--- src/rtl/mips_pkg.sv ---
// Shared encodings for the multi-cycle MIPS control unit: opcodes, funct
// codes, ALU operation codes and FSM state codes.
package mips_pkg;

  localparam logic [5:0] OP_RTYPE = 6'b000000;
  localparam logic [5:0] OP_LW    = 6'b100011;
  localparam logic [5:0] OP_SW    = 6'b101011;
  localparam logic [5:0] OP_BEQ   = 6'b000100;
  localparam logic [5:0] OP_ADDI  = 6'b001000;
  localparam logic [5:0] OP_J     = 6'b000010;

  localparam logic [5:0] FN_ADD = 6'b100000;
  localparam logic [5:0] FN_SUB = 6'b100010;
  localparam logic [5:0] FN_AND = 6'b100100;
  localparam logic [5:0] FN_OR  = 6'b100101;
  localparam logic [5:0] FN_SLT = 6'b101010;

  localparam logic [2:0] ALU_AND = 3'b000;
  localparam logic [2:0] ALU_OR  = 3'b001;
  localparam logic [2:0] ALU_ADD = 3'b010;
  localparam logic [2:0] ALU_SUB = 3'b110;
  localparam logic [2:0] ALU_SLT = 3'b111;

  typedef enum logic [3:0] {
    ST_FETCH  = 4'd0,
    ST_DECODE = 4'd1,
    ST_MEMADR = 4'd2,
    ST_MEMRD  = 4'd3,
    ST_MEMWB  = 4'd4,
    ST_MEMWR  = 4'd5,
    ST_EXEC   = 4'd6,
    ST_ALUWB  = 4'd7,
    ST_BRANCH = 4'd8,
    ST_ADDIEX = 4'd9,
    ST_ADDIWB = 4'd10,
    ST_JUMP   = 4'd11,
    ST_HALT   = 4'd12
  } state_t;

  // States that wait on the memory handshake and feed the timeout counter.
  function automatic logic is_mem_state(input state_t st);
    return (st == ST_FETCH) || (st == ST_MEMRD) || (st == ST_MEMWR);
  endfunction

endpackage

--- src/rtl/mips_alu_decoder.sv ---
// R-type funct field to ALU operation decode; flags unsupported funct codes.
module mips_alu_decoder
  import mips_pkg::*;
(
  input  logic [5:0] funct,
  output logic [2:0] alu_control,
  output logic       legal
);

  // Pure lookup; unknown funct yields a harmless AND code and legal=0.
  always_comb begin
    alu_control = ALU_AND;
    legal       = 1'b1;
    case (funct)
      FN_ADD:  alu_control = ALU_ADD;
      FN_SUB:  alu_control = ALU_SUB;
      FN_AND:  alu_control = ALU_AND;
      FN_OR:   alu_control = ALU_OR;
      FN_SLT:  alu_control = ALU_SLT;
      default: legal       = 1'b0;
    endcase
  end

endmodule

--- src/rtl/mips_mc_control.sv ---
// Multi-cycle MIPS control FSM with retired-instruction counter, memory
// wait timeout and a sticky trap for illegal instructions or timeouts.
module mips_mc_control
  import mips_pkg::*;
#(
  parameter int CNT_W    = 32,
  parameter int WAIT_MAX = 15
) (
  input  logic             clk,
  input  logic             reset,
  input  logic [5:0]       opcode,
  input  logic [5:0]       funct,
  input  logic             zero,
  input  logic             mem_ready,
  output logic             pc_en,
  output logic [1:0]       pc_source,
  output logic             iord,
  output logic             mem_read,
  output logic             mem_write,
  output logic             ir_write,
  output logic             reg_write,
  output logic             reg_dest,
  output logic             memtoreg,
  output logic             alu_src_a,
  output logic [1:0]       alu_src_b,
  output logic [2:0]       alu_control,
  output logic [CNT_W-1:0] retired,
  output logic             trap,
  output logic [3:0]       state_o
);

  localparam int              WAIT_W    = $clog2(WAIT_MAX + 1);
  localparam logic [WAIT_W-1:0] WAIT_LAST = WAIT_W'(WAIT_MAX - 1);

  state_t             state_q, state_d;
  logic [WAIT_W-1:0]  wait_q;
  logic [CNT_W-1:0]   retired_q;
  logic               trap_q;
  logic               retire;
  logic               timeout;
  logic [2:0]         exec_alu;
  logic               funct_legal;

  mips_alu_decoder u_alu_dec (
    .funct       (funct),
    .alu_control (exec_alu),
    .legal       (funct_legal)
  );

  // This cycle is the WAIT_MAX-th consecutive stall of a memory access.
  assign timeout = is_mem_state(state_q) && !mem_ready && (wait_q == WAIT_LAST);

  // Next-state and control outputs; Moore except pc_en/ir_write gating.
  always_comb begin
    state_d     = state_q;
    retire      = 1'b0;
    pc_en       = 1'b0;
    pc_source   = 2'b00;
    iord        = 1'b0;
    mem_read    = 1'b0;
    mem_write   = 1'b0;
    ir_write    = 1'b0;
    reg_write   = 1'b0;
    reg_dest    = 1'b0;
    memtoreg    = 1'b0;
    alu_src_a   = 1'b0;
    alu_src_b   = 2'b00;
    alu_control = 3'b000;
    case (state_q)
      ST_FETCH: begin
        mem_read    = 1'b1;
        alu_src_b   = 2'b01;
        alu_control = ALU_ADD;
        if (timeout) begin
          state_d = ST_HALT;
        end else if (mem_ready) begin
          // Gated by reset so nothing is written while reset is held.
          ir_write = reset;
          pc_en    = reset;
          state_d  = ST_DECODE;
        end
      end
      ST_DECODE: begin
        alu_src_b   = 2'b11;
        alu_control = ALU_ADD;
        case (opcode)
          OP_LW, OP_SW: state_d = ST_MEMADR;
          OP_RTYPE:     state_d = ST_EXEC;
          OP_BEQ:       state_d = ST_BRANCH;
          OP_ADDI:      state_d = ST_ADDIEX;
          OP_J:         state_d = ST_JUMP;
          default:      state_d = ST_HALT;
        endcase
      end
      ST_MEMADR: begin
        alu_src_a   = 1'b1;
        alu_src_b   = 2'b10;
        alu_control = ALU_ADD;
        state_d     = (opcode == OP_SW) ? ST_MEMWR : ST_MEMRD;
      end
      ST_MEMRD: begin
        iord     = 1'b1;
        mem_read = 1'b1;
        if (timeout)        state_d = ST_HALT;
        else if (mem_ready) state_d = ST_MEMWB;
      end
      ST_MEMWB: begin
        reg_write = 1'b1;
        memtoreg  = 1'b1;
        retire    = 1'b1;
        state_d   = ST_FETCH;
      end
      ST_MEMWR: begin
        iord      = 1'b1;
        mem_write = 1'b1;
        if (timeout) begin
          state_d = ST_HALT;
        end else if (mem_ready) begin
          retire  = 1'b1;
          state_d = ST_FETCH;
        end
      end
      ST_EXEC: begin
        alu_src_a = 1'b1;
        if (funct_legal) begin
          alu_control = exec_alu;
          state_d     = ST_ALUWB;
        end else begin
          state_d     = ST_HALT;
        end
      end
      ST_ALUWB: begin
        reg_write = 1'b1;
        reg_dest  = 1'b1;
        retire    = 1'b1;
        state_d   = ST_FETCH;
      end
      ST_BRANCH: begin
        alu_src_a   = 1'b1;
        alu_control = ALU_SUB;
        pc_source   = 2'b01;
        pc_en       = zero;
        retire      = 1'b1;
        state_d     = ST_FETCH;
      end
      ST_ADDIEX: begin
        alu_src_a   = 1'b1;
        alu_src_b   = 2'b10;
        alu_control = ALU_ADD;
        state_d     = ST_ADDIWB;
      end
      ST_ADDIWB: begin
        reg_write = 1'b1;
        retire    = 1'b1;
        state_d   = ST_FETCH;
      end
      ST_JUMP: begin
        pc_source = 2'b10;
        pc_en     = 1'b1;
        retire    = 1'b1;
        state_d   = ST_FETCH;
      end
      ST_HALT: state_d = ST_HALT;
      default: state_d = ST_HALT;
    endcase
  end

  // State, stall counter, retired counter and sticky trap.
  always_ff @(posedge clk or negedge reset) begin
    if (!reset) begin
      state_q   <= ST_FETCH;
      wait_q    <= '0;
      retired_q <= '0;
      trap_q    <= 1'b0;
    end else begin
      state_q <= state_d;
      if (is_mem_state(state_q) && !mem_ready && !timeout)
        wait_q <= wait_q + WAIT_W'(1);
      else
        wait_q <= '0;
      if (retire)
        retired_q <= retired_q + CNT_W'(1);
      if (state_d == ST_HALT)
        trap_q <= 1'b1;
    end
  end

  assign retired = retired_q;
  assign trap    = trap_q;
  assign state_o = state_q;

endmodule

--- config.mk ---
export PLATFORM = sky130hd
export DESIGN_NAME = mips_mc_control
export DESIGN_NICKNAME = d
export VERILOG_FILES = /design/src/rtl/mips_pkg.sv /design/src/rtl/mips_alu_decoder.sv /design/src/rtl/mips_mc_control.sv
export SDC_FILE = /design/constraint.sdc
export NUM_CORES = 1
export LEC_CHECK = 0
export ABC_AREA = 0
export CAP_MARGIN = 5
export CORE_MARGIN = 1
export CORE_UTILIZATION = 45
export CTS_CLUSTER_DIAMETER = 60
export CTS_CLUSTER_SIZE = 8
export DETAILED_ROUTE_END_ITERATION = 10
export GPL_TIMING_DRIVEN = 0
export PLACE_DENSITY = 0.88
export SYNTH_ARGS = -nofsm -noshare
export SYNTH_HDL_FRONTEND = slang
export SYNTH_SLANG_ARGS = --single-unit
--- constraint.sdc ---
create_clock -name clk -period 1.93 [get_ports clk]
set_clock_uncertainty 0.05 [all_clocks]
set_input_delay 0.193 -clock clk [delete_from_list [all_inputs] [get_ports clk]]
set_output_delay 0.193 -clock clk [all_outputs]
set_load 0.02 [all_outputs]
==> flow_summary.toml, run 1 <==
[run_status]
status = "completed"

[logic_synthesis]
synthArstFlopShare_pct = 100
syn_nets = 253
synth_cell_type_count = 58
synthFlopType = "dfrtp_1"
synth_edf_count = 0
syn_avg_cell_area_um2 = 10.0
synth.largest_area_cell = "dfrtp_1"
syn_inst = 234
synth-seq-cells = 41
synth_area_um2 = 2350
yosys_warnings = 0
synth_top_cells_by_area = "dfrtp_1 44%, xnor2_1 11%, nand3_1 3.6%"
synth_top_area_share_pct = 43.7
ys_seq_area_share_pct = 43.7

[critical_path]
path_max_fanout = 9
end_kind = "output pin"
start_kind = "flop"
critPathKind = "flop to output pin"
crit_arrival_ns = 1.62
required_ns = 1.69

[drt]
wire_per_inst_um = 15.3
ant_nets = 0
avgViaCountPerCell = 5.54
wirelength_um = 5910
drc = 0
num_vias = 2132
drtPass1Iterations = 4
first_iter_violations = 170

[die]
coreArea_um2 = 4880
io_pins = 69
row_count = 25
start_util_pct = 48.2
die_x_um = 74.3
die_h_um = 74.3
die-area_um2 = 5510

[global_route]
grt_antenna_before_repair = 0
grt_max_degree = 42
grt_pass1_wl_um = 9670
first_global_vias = 1978
grt_usage_pct = 23.0
overflow = 0

[clock_tree]
cts_buffer_depth = 2
cts_tree = "done"
h-tree-depth = 2
cts.reportedPaths.clkPinSlew_ns = 0.07
clock_latency_ns = 0.29
numCtsBuffers = 5
clockRootBuffer = "clkbuf_8"
cts.sinks = 41

[pwr]
powerDensity_nw_per_um2 = 1070
ir_worst_vdd_mv = 0.697
p_leak_uw = 0.00142

[timing]
tightestPinTransition_ns = 0.410
slew_viol_final = 0
fin_ws_ns = 0.0664
tns_ns = 0
period_needed_ns = 1.86
maxSlewHeadroom_pct = 72.6
finalSetupViolations = 0
fmax_ghz = 0.537
finalHoldViolations = 0
finalCritPeriodShare_pct = 96.6

[cells_and_area]
drive_above_1_share_pct = 16.4
fin_nets = 337
area_growth_pct = 40.5
insertedDiodeCount = 0
final_cell_mix = "51 x clkdlybuf4s50_1, 40 x dfrtp_1, 29 x xnor2_1"
final_common_cell = "clkdlybuf4s50_1"

[placed_design]
dp_hpwl_um = 4190
port_buffers = 68
pre_cts_ws_ns = -0.426
routabilityCongestion = 0.880

[min_path]
hp-class = "primary input to async pin"

[job]
drv_cap = 0
-- sequential cells by signal, indices dropped and copies added (netlist names) --
register and flops:
wait_q 4, retired 32, trap 1, state_o 4
-- through the flow --
step           utilization (%)  cell area, um^2  total power, uW  hold slack, ns  cells
5_1_grt                   67.6             3300             3730           0.409    385
3_3_place_gp              64.0             3120             2830           0.410    369
2_1_floorplan                -             2360             2180          -0.153    234
6_report                  67.6             3300             3520           0.377    385
3_5_place_dp              63.9             3120             2870           0.324    369
4_1_cts                   66.4             3240             3410           0.377    378
-- path summary, 6_finish.rpt --
check | startpoint | depth (start not counted) | end | slack, ns
setup / recovery | state_o[2] | 6 | pc_en | 0.07
hold / removal | reset | 3 | retired[31] | 0.38
setup reg to reg | state_o[3] | 6 | trap | 0.10
hold reg to reg | retired[31] | 1 | retired[31] | 0.42
max in group asynchronous | reset | 3 | state_o[3] | 1.23
min in group clk | retired[31] | 1 | retired[31] | 0.42
-- final cells by class --
cell class | instances | area [um^2]
plain buffers | 9 | 77.6
clock buffers | 7 | 86.3
fillers | 399 | 1580
inverters | 6 | 27.5
multi-input cells | 178 | 1270
flip-flops and latches | 41 | 1030
well taps | 67 | 83.8
repair buffers | 77 | 723
-- synth_stat cells, types with 2 or more instances --
library cell and count:
clkbuf_1 2, or3_1 2, buf_4 2, mux2i_1 3
and4_1 6, o211ai_1 4, buf_2 2, nand2_1 16
nand3_1 17, nor3_1 7, and3_1 9, nand2b_1 4
nor2_1 20, xor2_1 6, nand4b_1 3, buf_6 2
ha_1 3, o21a_1 2, nand4_1 9, dfrtp_1 41
nor4_1 2, a31oi_1 3, xnor2_1 29, inv_1 5
nor2b_1 2
-- cells by family after synthesis --
| family | count (synthesis) | synth area share [%] |
|---|---|---|
| DFF | 41 | 43.7 |
| muxes | 4 | 1.76 |
| AOI/OAI and AO/OA | 28 | 9.96 |
| buffers and inverters | 15 | 3.46 |
| and+or+nand+nor | 108 | 26.5 |
| xor gates and xnor gates | 35 | 13.0 |
| adders and majority gates | 3 | 1.60 |
-- routing by layer --
| metal | share of wire (%) | global-route usage, % | wire, um |
|---|---|---|---|
| met4 | 1.4 | 6.29 | 82 |
| met3 | 4.9 | 5.01 | 291 |
| met5 | 0 | 0 | 0 |
| met2 | 50 | 36.6 | 2960 |
| met1 | 44 | 31.9 | 2580 |
-- power breakdown --
group	switching, uW	internal (uW)
Combinational	1040	798
Sequential	149	978
Clock	269	283
Total	1460	2060
-- worst max-delay path, cell delays in order (launching register included) --
cell and delay [ns]:
dfrtp_1 0.42, buf_6 0.18, clkinv_4 0.10, nand2_2 0.11, nor3_2 0.06, a211o_1 0.30
buf_4 0.16
-- what timing repair did --
| action | CTS | global route |
|---|---|---|
| hold buffers | 2 | 0 |
| pin swaps | 1 | 3 |
| setup endpoints to repair | 17 | 19 |
| hold endpoints to repair | 41 | 0 |
| gates cloned | 0 | 1 |
| buffers inserted | 0 | 6 |
| gates resized for setup | 44 | 14 |
(Power assumes the default switching activity.)
==> run 2: changes to the inputs <==
- CAP_MARGIN: 5 -> 25
- CORE_UTILIZATION: 45 -> 30
- PLACE_DENSITY: 0.88 -> 0.66
- SYNTH_HIERARCHICAL: unset -> 1
==> flow_summary.toml, run 2 <==
[drt]
num_vias = 2109
drc = 0
wire_per_inst_um = 13.8
drtPass1Iterations = 4
first_iter_violations = 62
avgViaCountPerCell = 4.88
wirelength_um = 5950
ant_nets = 0

[pwr]
pwr-share-comb_pct = 51.8
ir_worst_vdd_mv = 0.419
power_frac_clock_pct = 16.0
swShare_pct = 39.7
p_leak_uw = 0.00154
p_total_uw = 3370
powerDensity_nw_per_um2 = 943
p_int_uw = 2030
p_seq_share_pct = 32.2
switchingPower_uw = 1340

[critical_path]
crit_chain = "buf_6 -> nand2b_4 -> buf_6 -> o22a_4 -> buf_6 -> nor3_4 -> buf_12 -> nand4_1 -> xnor2_1"
crit_arrival_ns = 2.06
r2r_start = "state_o[3]"
slowest_stage = "dfrtp_1"
crit_end = "retired[26]"
reg2reg_to = "retired[26]"
path_max_fanout = 8
critPathKind = "flop to flop"
crit_path_frequent_cell = "buf_6"
required_ns = 2.05
crit_start = "state_o[3]"
slowest_delay_ns = 0.39
rrSetupSlack_ns = -0.01
start_kind = "flop"
r2r_cells = 9
end_kind = "flop"

[logic_synthesis]
synth.largest_area_cell = "dfrtp_1"
synth_area_um2 = 2300
syn_nets = 256
yosys_warnings = 6
synth_fa_ha_area_share_pct = 1.63
synthMuxAreaShare_pct = 0.490
synth-simple-area-share_pct = 29.1
synthArstFlopShare_pct = 100
ys_seq_area_share_pct = 44.6
synth_compound_area_share_pct = 8.49
synth-xor-area-share_pct = 13.3
synth_most_common_cell = "dfrtp_1"
syn_avg_cell_area_um2 = 9.70
synth_common_cells = "41 x dfrtp_1, 30 x xnor2_1, 20 x nor2_1"
synth_edf_count = 0
synth-seq-cells = 41
synth_top_area_share_pct = 44.6
synth_top_cells_by_area = "dfrtp_1 45%, xnor2_1 11%, nand3_1 4.1%"
synth_top_family_by_area = "simple AND/OR/NAND/NOR gates"
syn_inst = 237
synthFlopType = "dfrtp_1"
synth_cell_type_count = 46

[job]
drv_cap = 0

[cells_and_area]
fin_nets = 351
area_growth_pct = 55.2
multi_input_area_um2 = 1370
largest_reg_flops = 32
drive_above_1_share_pct = 23.7
regArea_um2 = 1030
insertedDiodeCount = 0
final_common_cell = "clkdlybuf4s50_1"
final_cells = 432
final_cell_mix = "46 x clkdlybuf4s50_1, 39 x dfrtp_1, 28 x xnor2_1"
fin_area_um2 = 3570
fillers = 665

[clock_tree]
cts.reportedPaths.clkPinSlew_ns = 0.08
cts_tree = "done"
cts_buffer_depth = 2
clockRootBuffer = "clkbuf_8"
clock_latency_ns = 0.28
cts.sinks = 41
numCtsBuffers = 5
h-tree-depth = 2

[global_route]
grt_usage_pct = 14.7
grt_max_degree = 22
grt_pass1_wl_um = 9080
first_global_vias = 1917
grt_antenna_before_repair = 0
overflow = 0

[die]
die-area_um2 = 8020
die_h_um = 89.6
io_pins = 69
coreArea_um2 = 7330
start_util_pct = 31.4
row_count = 31
die_x_um = 89.6

[timing]
fmax_ghz = 0.515
rsz0062_at_grt = "true"
period_needed_ns = 1.94
fin_ws_ns = -0.0115
finalCritPeriodShare_pct = 101
finalSetupViolations = 2
finalHoldViolations = 0
maxSlewHeadroom_pct = 41.5
slew_viol_final = 0
tns_ns = -0.0226
tightestPinTransition_ns = 0.875

[placed_design]
dp_hpwl_um = 4140
dp_cells = 405
port_buffers = 68
routabilityCongestion = 0.844
place_area_um2 = 3140
pre_cts_ws_ns = -0.823

[run_status]
failed_checks = "negative setup slack"
status = "complete, but fails checks"

[min_path]
hp-class = "primary input to async pin"
==> run 2: critical path, delay by kind of cell (launching register included) <==
family	cells	cell delay [ns]
xor gates and xnor gates	1	0.15
AOI/OAI and AO/OA	1	0.25
and+or+nand+nor	3	0.46
buffers and inverters	4	0.54
DFF	1	0.39
==> run 2: per-stage QoR <==
stage          hold slack (ns)  utilization [%]
6_report                 0.351             48.7
5_1_grt                  0.353             48.7
4_1_cts                  0.424             45.6
3_5_place_dp             0.144             42.9
3_3_place_gp             0.396             42.5
2_1_floorplan           -0.153                -
==> run 2: cells by family (layout without fill, tap and decap cells) <==
group           after synthesis  in the layout
xor+xnor                     35             35
fa+ha+maj                     3              3
compound gates               28             28
simple gates                116            116
mux                           1              1
buf+inv                      13            109
flops                        41             41
==> run 2: worst min path at each step <==
stage | from | slack, ns | depth (start not counted) | end
floorplan | reset | -0.15 | 0 | retired[0]
global placement | trap | 0.40 | 1 | trap
detailed placement | reset | 0.14 | 1 | retired[5]
CTS | trap | 0.42 | 1 | trap
global route | reset | 0.35 | 3 | retired[3]
finish | reset | 0.35 | 3 | retired[3]
==> run 2: cell type report <==
cell class / instances / share of cell area (%)
flip-flops and latches: 41 / 28.8
clock inverters: 2 / 0.281
repair buffers: 90 / 25.1
well taps: 99 / 3.47
inverters: 4 / 0.421
plain buffers: 7 / 1.44
clock buffers: 6 / 2.03
multi-input cells: 183 / 38.4
==> run 2: repair_timing <==
action                     in CTS  in global routing
setup buffers                   6                 12
setup endpoints to repair      41                 37
hold buffers                    2                  0
gates resized for setup        54                 53
pin swaps                       5                 15
hold endpoints to repair       20                  0
==> run 2: power groups by stage <==
stage / clock network [uW] / registers (uW) / logic, uW
finish: 538 / 1080 / 1740
global route: 591 / 1100 / 1870
CTS: 563 / 1070 / 1520
detailed placement: 0 / 1090 / 1520
global placement: 0 / 1080 / 1500
floorplan: 0 / 1170 / 827
==> run 2: layer usage <==
layer,global-route usage (%),routed length (um)
met1,19.2,2690
met2,24.7,3030
met3,3.14,181
met4,3.46,42
met5,0,0
